`src/rtl/hazard_stall_ctrl_pkg.sv`:
```
// Shared types and constants for the hazard stall controller.
// State encodings, opcode constants and the rt-usage decode helper.
package hazard_stall_ctrl_pkg;

  typedef enum logic [1:0] {
    HZ_IDLE     = 2'd0,
    HZ_LU_STALL = 2'd1,
    HZ_MEM_WAIT = 2'd2,
    HZ_FLUSH    = 2'd3
  } hz_state_t;

  localparam logic [5:0] OP_RTYPE = 6'h00;
  localparam logic [5:0] OP_SW    = 6'h2B;
  localparam logic [5:0] OP_BEQ   = 6'h04;
  localparam logic [5:0] OP_BNE   = 6'h05;

  function automatic logic uses_rt(input logic [5:0] op);
    return (op == OP_RTYPE) || (op == OP_SW) ||
           (op == OP_BEQ) || (op == OP_BNE);
  endfunction

endpackage

```
`src/rtl/hazard_stall_ctrl_detect.sv`:
```
// Load-use hazard detection between the ID instruction and an EXE load.
// Purely combinational.
module hazard_detect
  import hazard_stall_ctrl_pkg::*;
(
  input  logic [31:0] ID_Inst,
  input  logic        EXE_MemtoReg,
  input  logic        EXE_RegWr,
  input  logic [4:0]  EXE_Rw,
  output logic        lu_hit
);

  logic [5:0] op;
  logic [4:0] rs;
  logic [4:0] rt;
  logic       unused_bits;

  assign op = ID_Inst[31:26];
  assign rs = ID_Inst[25:21];
  assign rt = ID_Inst[20:16];
  assign unused_bits = ^ID_Inst[15:0];

  assign lu_hit = EXE_MemtoReg & EXE_RegWr & (EXE_Rw != 5'd0) &
                  ((EXE_Rw == rs) | (uses_rt(op) & (EXE_Rw == rt)));

endmodule

```
`src/rtl/hazard_stall_ctrl.sv`:
```
// Stall/bubble/flush controller for the PC, IF/ID and ID/EXE registers.
// Optional STALL_PERF_CNT_EN adds stall_cycles and flush_events counters.
module hazard_stall_ctrl
  import hazard_stall_ctrl_pkg::*;
#(
  parameter int LU_CYCLES    = 1,
  parameter int FLUSH_CYCLES = 1,
  parameter int CNT_W        = 4
) (
  input  logic        CLK,
  input  logic        reset,
  input  logic [31:0] ID_Inst,
  input  logic        EXE_MemtoReg,
  input  logic        EXE_RegWr,
  input  logic [4:0]  EXE_Rw,
  input  logic        mem_busy,
  input  logic        branch_taken,
  output logic        pc_stall,
  output logic        if_id_stall,
  output logic        id_exe_stall,
  output logic        id_exe_bubble,
  output logic        if_id_flush,
  output logic [1:0]  hazard_state
`ifdef STALL_PERF_CNT_EN
  ,
  output logic [31:0] stall_cycles,
  output logic [15:0] flush_events
`endif
);

  localparam logic [CNT_W-1:0] LU_LOAD = CNT_W'(LU_CYCLES - 1);
  localparam logic [CNT_W-1:0] FL_LOAD = CNT_W'(FLUSH_CYCLES - 1);

  hz_state_t        state, nxt;
  logic [CNT_W-1:0] cnt, nxt_cnt;
  logic             lu_hit;
  logic             pc_s, ifid_s, idex_s, bub, fl;
  logic             br_acc;

  hazard_detect u_detect (
    .ID_Inst      (ID_Inst),
    .EXE_MemtoReg (EXE_MemtoReg),
    .EXE_RegWr    (EXE_RegWr),
    .EXE_Rw       (EXE_Rw),
    .lu_hit       (lu_hit)
  );

  always_comb begin
    pc_s    = 1'b0;
    ifid_s  = 1'b0;
    idex_s  = 1'b0;
    bub     = 1'b0;
    fl      = 1'b0;
    br_acc  = 1'b0;
    nxt     = state;
    nxt_cnt = cnt;
    if (mem_busy) begin
      // memory hold overrides everything in every state
      pc_s    = 1'b1;
      ifid_s  = 1'b1;
      idex_s  = 1'b1;
      nxt     = HZ_MEM_WAIT;
      nxt_cnt = '0;
    end else begin
      unique case (state)
        HZ_IDLE, HZ_MEM_WAIT, HZ_LU_STALL: begin
          nxt = HZ_IDLE;
          if (branch_taken) begin
            fl     = 1'b1;
            bub    = 1'b1;
            br_acc = 1'b1;
            if (FLUSH_CYCLES > 1) begin
              nxt     = HZ_FLUSH;
              nxt_cnt = FL_LOAD;
            end
          end else if (state == HZ_LU_STALL) begin
            pc_s    = 1'b1;
            ifid_s  = 1'b1;
            bub     = 1'b1;
            nxt_cnt = cnt - 1'b1;
            if (cnt > 1) nxt = HZ_LU_STALL;
          end else if (lu_hit) begin
            pc_s   = 1'b1;
            ifid_s = 1'b1;
            bub    = 1'b1;
            if (LU_CYCLES > 1) begin
              nxt     = HZ_LU_STALL;
              nxt_cnt = LU_LOAD;
            end
          end
        end
        HZ_FLUSH: begin
          fl      = 1'b1;
          bub     = 1'b1;
          nxt_cnt = cnt - 1'b1;
          if (cnt <= 1) nxt = HZ_IDLE;
        end
        default: nxt = HZ_IDLE;
      endcase
    end
  end

  always_ff @(posedge CLK) begin
    if (reset) begin
      state <= HZ_IDLE;
      cnt   <= '0;
    end else begin
      state <= nxt;
      cnt   <= nxt_cnt;
    end
  end

  assign pc_stall      = pc_s & ~reset;
  assign if_id_stall   = ifid_s & ~reset;
  assign id_exe_stall  = idex_s & ~reset;
  assign id_exe_bubble = bub & ~reset;
  assign if_id_flush   = fl & ~reset;
  assign hazard_state  = reset ? 2'd0 : state;

`ifdef STALL_PERF_CNT_EN
  always_ff @(posedge CLK) begin
    if (reset) begin
      stall_cycles <= '0;
      flush_events <= '0;
    end else begin
      if (pc_stall && stall_cycles != '1)
        stall_cycles <= stall_cycles + 32'd1;
      if (br_acc && flush_events != '1)
        flush_events <= flush_events + 16'd1;
    end
  end
`endif

endmodule

```
`config.mk`:
```
export PLATFORM = sky130hd
export DESIGN_NAME = hazard_stall_ctrl
export DESIGN_NICKNAME = d
export VERILOG_FILES = /design/src/rtl/hazard_stall_ctrl_pkg.sv /design/src/rtl/hazard_stall_ctrl_detect.sv /design/src/rtl/hazard_stall_ctrl.sv
export SDC_FILE = /design/constraint.sdc
export NUM_CORES = 1
export LEC_CHECK = 0
export ABC_CLOCK_PERIOD_IN_PS = 1460
export CORE_UTILIZATION = 28
export DETAILED_ROUTE_END_ITERATION = 10
export GPL_TIMING_DRIVEN = 0
export MAX_ROUTING_LAYER = met4
export PLACE_DENSITY_LB_ADDON = 0.05
export REMOVE_ABC_BUFFERS = 1
export SLEW_MARGIN = 10
export SYNTH_ARGS = -nofsm -noshare
export SYNTH_HDL_FRONTEND = slang
export SYNTH_SLANG_ARGS = --single-unit
```
`constraint.sdc`:
```
create_clock -name CLK -period 1.46 [get_ports CLK]
set_input_delay 0.219 -clock CLK [delete_from_list [all_inputs] [get_ports CLK]]
set_output_delay 0.219 -clock CLK [all_outputs]
set_load 0.02 [all_outputs]
```
==> metrics.cfg <==
[outcome]
status=complete, but fails checks
failed_checks=negative setup slack

[cells_and_area]
fin_nets=146
drive_gt1_share_pct=23.23
num_antenna_cells=0
layoutNonFillerInstCount=115
area_growth_pct=72.77

[detailed_routing]
first_pass_iters=4
vias_per_cell=4.922
drc=0
routed-via-count=566
wl_mm=1.285
drtIter0Drc=11
detail-route-antenna-nets=0
routedWlPerCell_um=11.17

[synthesis]
async_reset_ff_share_pct=0
synthXorXnorAreaFrac_pct=23.16
syn_inst=64
synth_compound_area_share_pct=12.47
synthSimpleGateAreaFrac_pct=27.48
yosysTopAreaCell=dfxtp_1
synth_area_leaders=dfxtp_1 (24%), xor2_1 (18%), nor2_1 (6.1%), xnor2_1 (5.3%), ha_1 (5.1%)
yosys_most_used_dff=dfxtp_1
synthMuxAreaShare_pct=2.036
synth_edf_count=0
synth.top_cells.by_count=xor2_1 (10), nor2_1 (8), dfxtp_1 (6)
post-synth-top-count-cell=xor2_1
synthAdderAreaFrac_pct=5.089
synth_area_per_cell_um2=7.683
netlist_area_um2=491.7
yosysSeqAreaShare_pct=24.43
yosysWarnings=0
synth.top_cell.area_share_pct=24.43
synth_top_family_by_area=simple AND/OR/NAND/NOR gates
synth_seq_cells=6
synth.distinct_cells=23

[clocking]
ctsHoldBuffers=0
cts.sinks=6
cts_made_buffers=3
clk_root_buffer_cell=clkbuf_4
h-tree-depth=1
clk_pin_slew_ns=0.04
cts_tree=done
clk_path_buf_depth=2
clock_latency_ns=0.24

[place]
port_buffers=33
dp_cells=110
hpwlAfterDp_mm=1.026
globalplace.congestion=0.7431

[critical_path]
r2r_slack_ns=0.37
end_kind=output port
start_kind=input pin
crit_arrival_ns=1.41
critPathKind=input pin to output port
crit_fanout=2
rr_endpoint=state[1]
crit_required_ns=1.24
r2r_start=cnt[0]
rr_worst_depth=5

[floorplan]
core_area_um2=1577
fp.dieArea_um2=1928
die_h_um=43.91
pin_count=50
rows=14
die_x_um=43.91
initial_core_util_pct=31.19

[power_and_ir_drop]
ir_worst_vdd_v=0.0004084
p_leak_nw=0.3811
finalPower_mw=0.4619
power_density_nw_per_um2=543.7

[sta]
hold_viol_final=0
period_needed_ns=1.625
finalWorstSetupSlack_ns=-0.1649
post-route-period-util_pct=111.3
setup_viol=3
worstMarginPinSlew_ns=0.2814
rsz0062_at_grt=yes
relSlewSlack_pct=81.10
drv_slew=0
fmax_ghz=0.6154
skew_ns=0.0009112

[run]
drv_cap=0

[worst_hold_path]
holdPathEnd=state[1]
hold_depth=4
min_from=reset
holdCritPathClass=input pin to flop

[global_route]
grt_pass1_wl_mm=2.076
first_global_vias=534
grt-ovfl-total=0
grt_util_all_layers_pct=15.61
grt_max_degree=10
antenna_found_initial=0

what timing repair did:
item                                    4_1_cts  5_1_grt
resized for setup                            70       11
pin swaps                                     9        5
endpoints found under the hold margin         0        0
setup buffers                                 1        1
endpoints found under the setup margin        7        5
metal layers:
| layer | routed length, um | vias up | track usage (%) |
|---|---|---|---|
| met5 | 0 | - | - |
| met4 | 13 | 0 | 5.455 |
| met3 | 94 | 2 | 7.500 |
| met2 | 660 | 26 | 26.27 |
| met1 | 516 | 248 | 15.75 |
| li1 | - | 290 | - |
sequential cells by signal, summed over array words and instances, names as in the netlist:
register,flops
state,2
cnt,4
worst max-delay path, cell delays in order:
cell and delay (ns):
buf_8 0.10, or3_4 0.36, o311a_1 0.31, nand4_1 0.13, a31oi_2 0.12, buf_4 0.17
stage by stage:
stage	hold slack (ns)	worst slack (ns)	utilization [%]	TNS (ns)	instance area (um^2)
after floorplan	0.4527	-0.2383	-	-0.4765	476.7
after global routing	0.3884	-0.2087	53.89	-0.5857	849.6
final	0.3647	-0.1649	53.89	-0.4635	849.6
after global placement	0.4804	-0.9558	52.46	-4.074	827.0
after detailed placement	0.4846	-0.9503	52.46	-4.006	827.0
after CTS	0.4912	-0.2124	52.78	-0.7803	832.0
worst max path at each step:
stage                      from     endpoint  slack [ns]  depth (start not counted)
floorplan           ID_Inst[27]  if_id_stall       -0.24                          4
global placement      EXE_Rw[3]  if_id_stall       -0.96                          6
detailed placement  ID_Inst[27]  if_id_stall       -0.95                          6
CTS                   EXE_Rw[3]     pc_stall       -0.21                          6
global route        ID_Inst[24]  if_id_stall       -0.21                          6
finish                EXE_Rw[3]  if_id_stall       -0.16                          6
report_power, final:
part	switching [mW]	leakage, nW	internal [mW]
sequential	0.00149	0.0491	0.166
clock	0.0567	0.0138	0.0928
combinational	0.0591	0.318	0.0860
total	0.117	0.381	0.345
logic make-up (layout without fill, tap and decap cells):
kind of cell | after synthesis | after routing
simple gates | 27 | 27
xor+xnor | 13 | 13
compound gates | 9 | 9
flops | 6 | 6
buf+inv | 6 | 41
fa+ha+maj | 2 | 2
mux | 1 | 1
layout make-up:
| class | instances | area, um^2 |
|---|---|---|
| well taps | 16 | 20.02 |
| fillers | 163 | 726.9 |
| clock buffers | 3 | 22.52 |
| multi-input cells | 52 | 366.6 |
| repair buffers | 35 | 307.8 |
| inverters | 3 | 11.26 |
| flip-flops and latches | 6 | 121.4 |
layout by cell type (no fill, tap or decap), types with 2 or more instances in the layout:
master,Yosys,layout
a21oi_1,3,3
buf_2,0,4
buf_4,1,4
buf_6,0,3
clkbuf_2,0,2
clkbuf_4,0,3
clkdlybuf4s15_1,0,2
clkdlybuf4s50_1,0,5
dfxtp_1,6,5
dlygate4sd2_1,0,12
ha_1,2,2
inv_1,3,3
nand2_1,2,2
nand3_1,3,3
nand4_1,2,2
nor2_1,8,8
nor2b_1,2,2
nor3_1,4,4
o21bai_1,2,2
xnor2_1,3,3
xor2_1,10,10
Note: power is estimated with default switching activity, not from simulation.
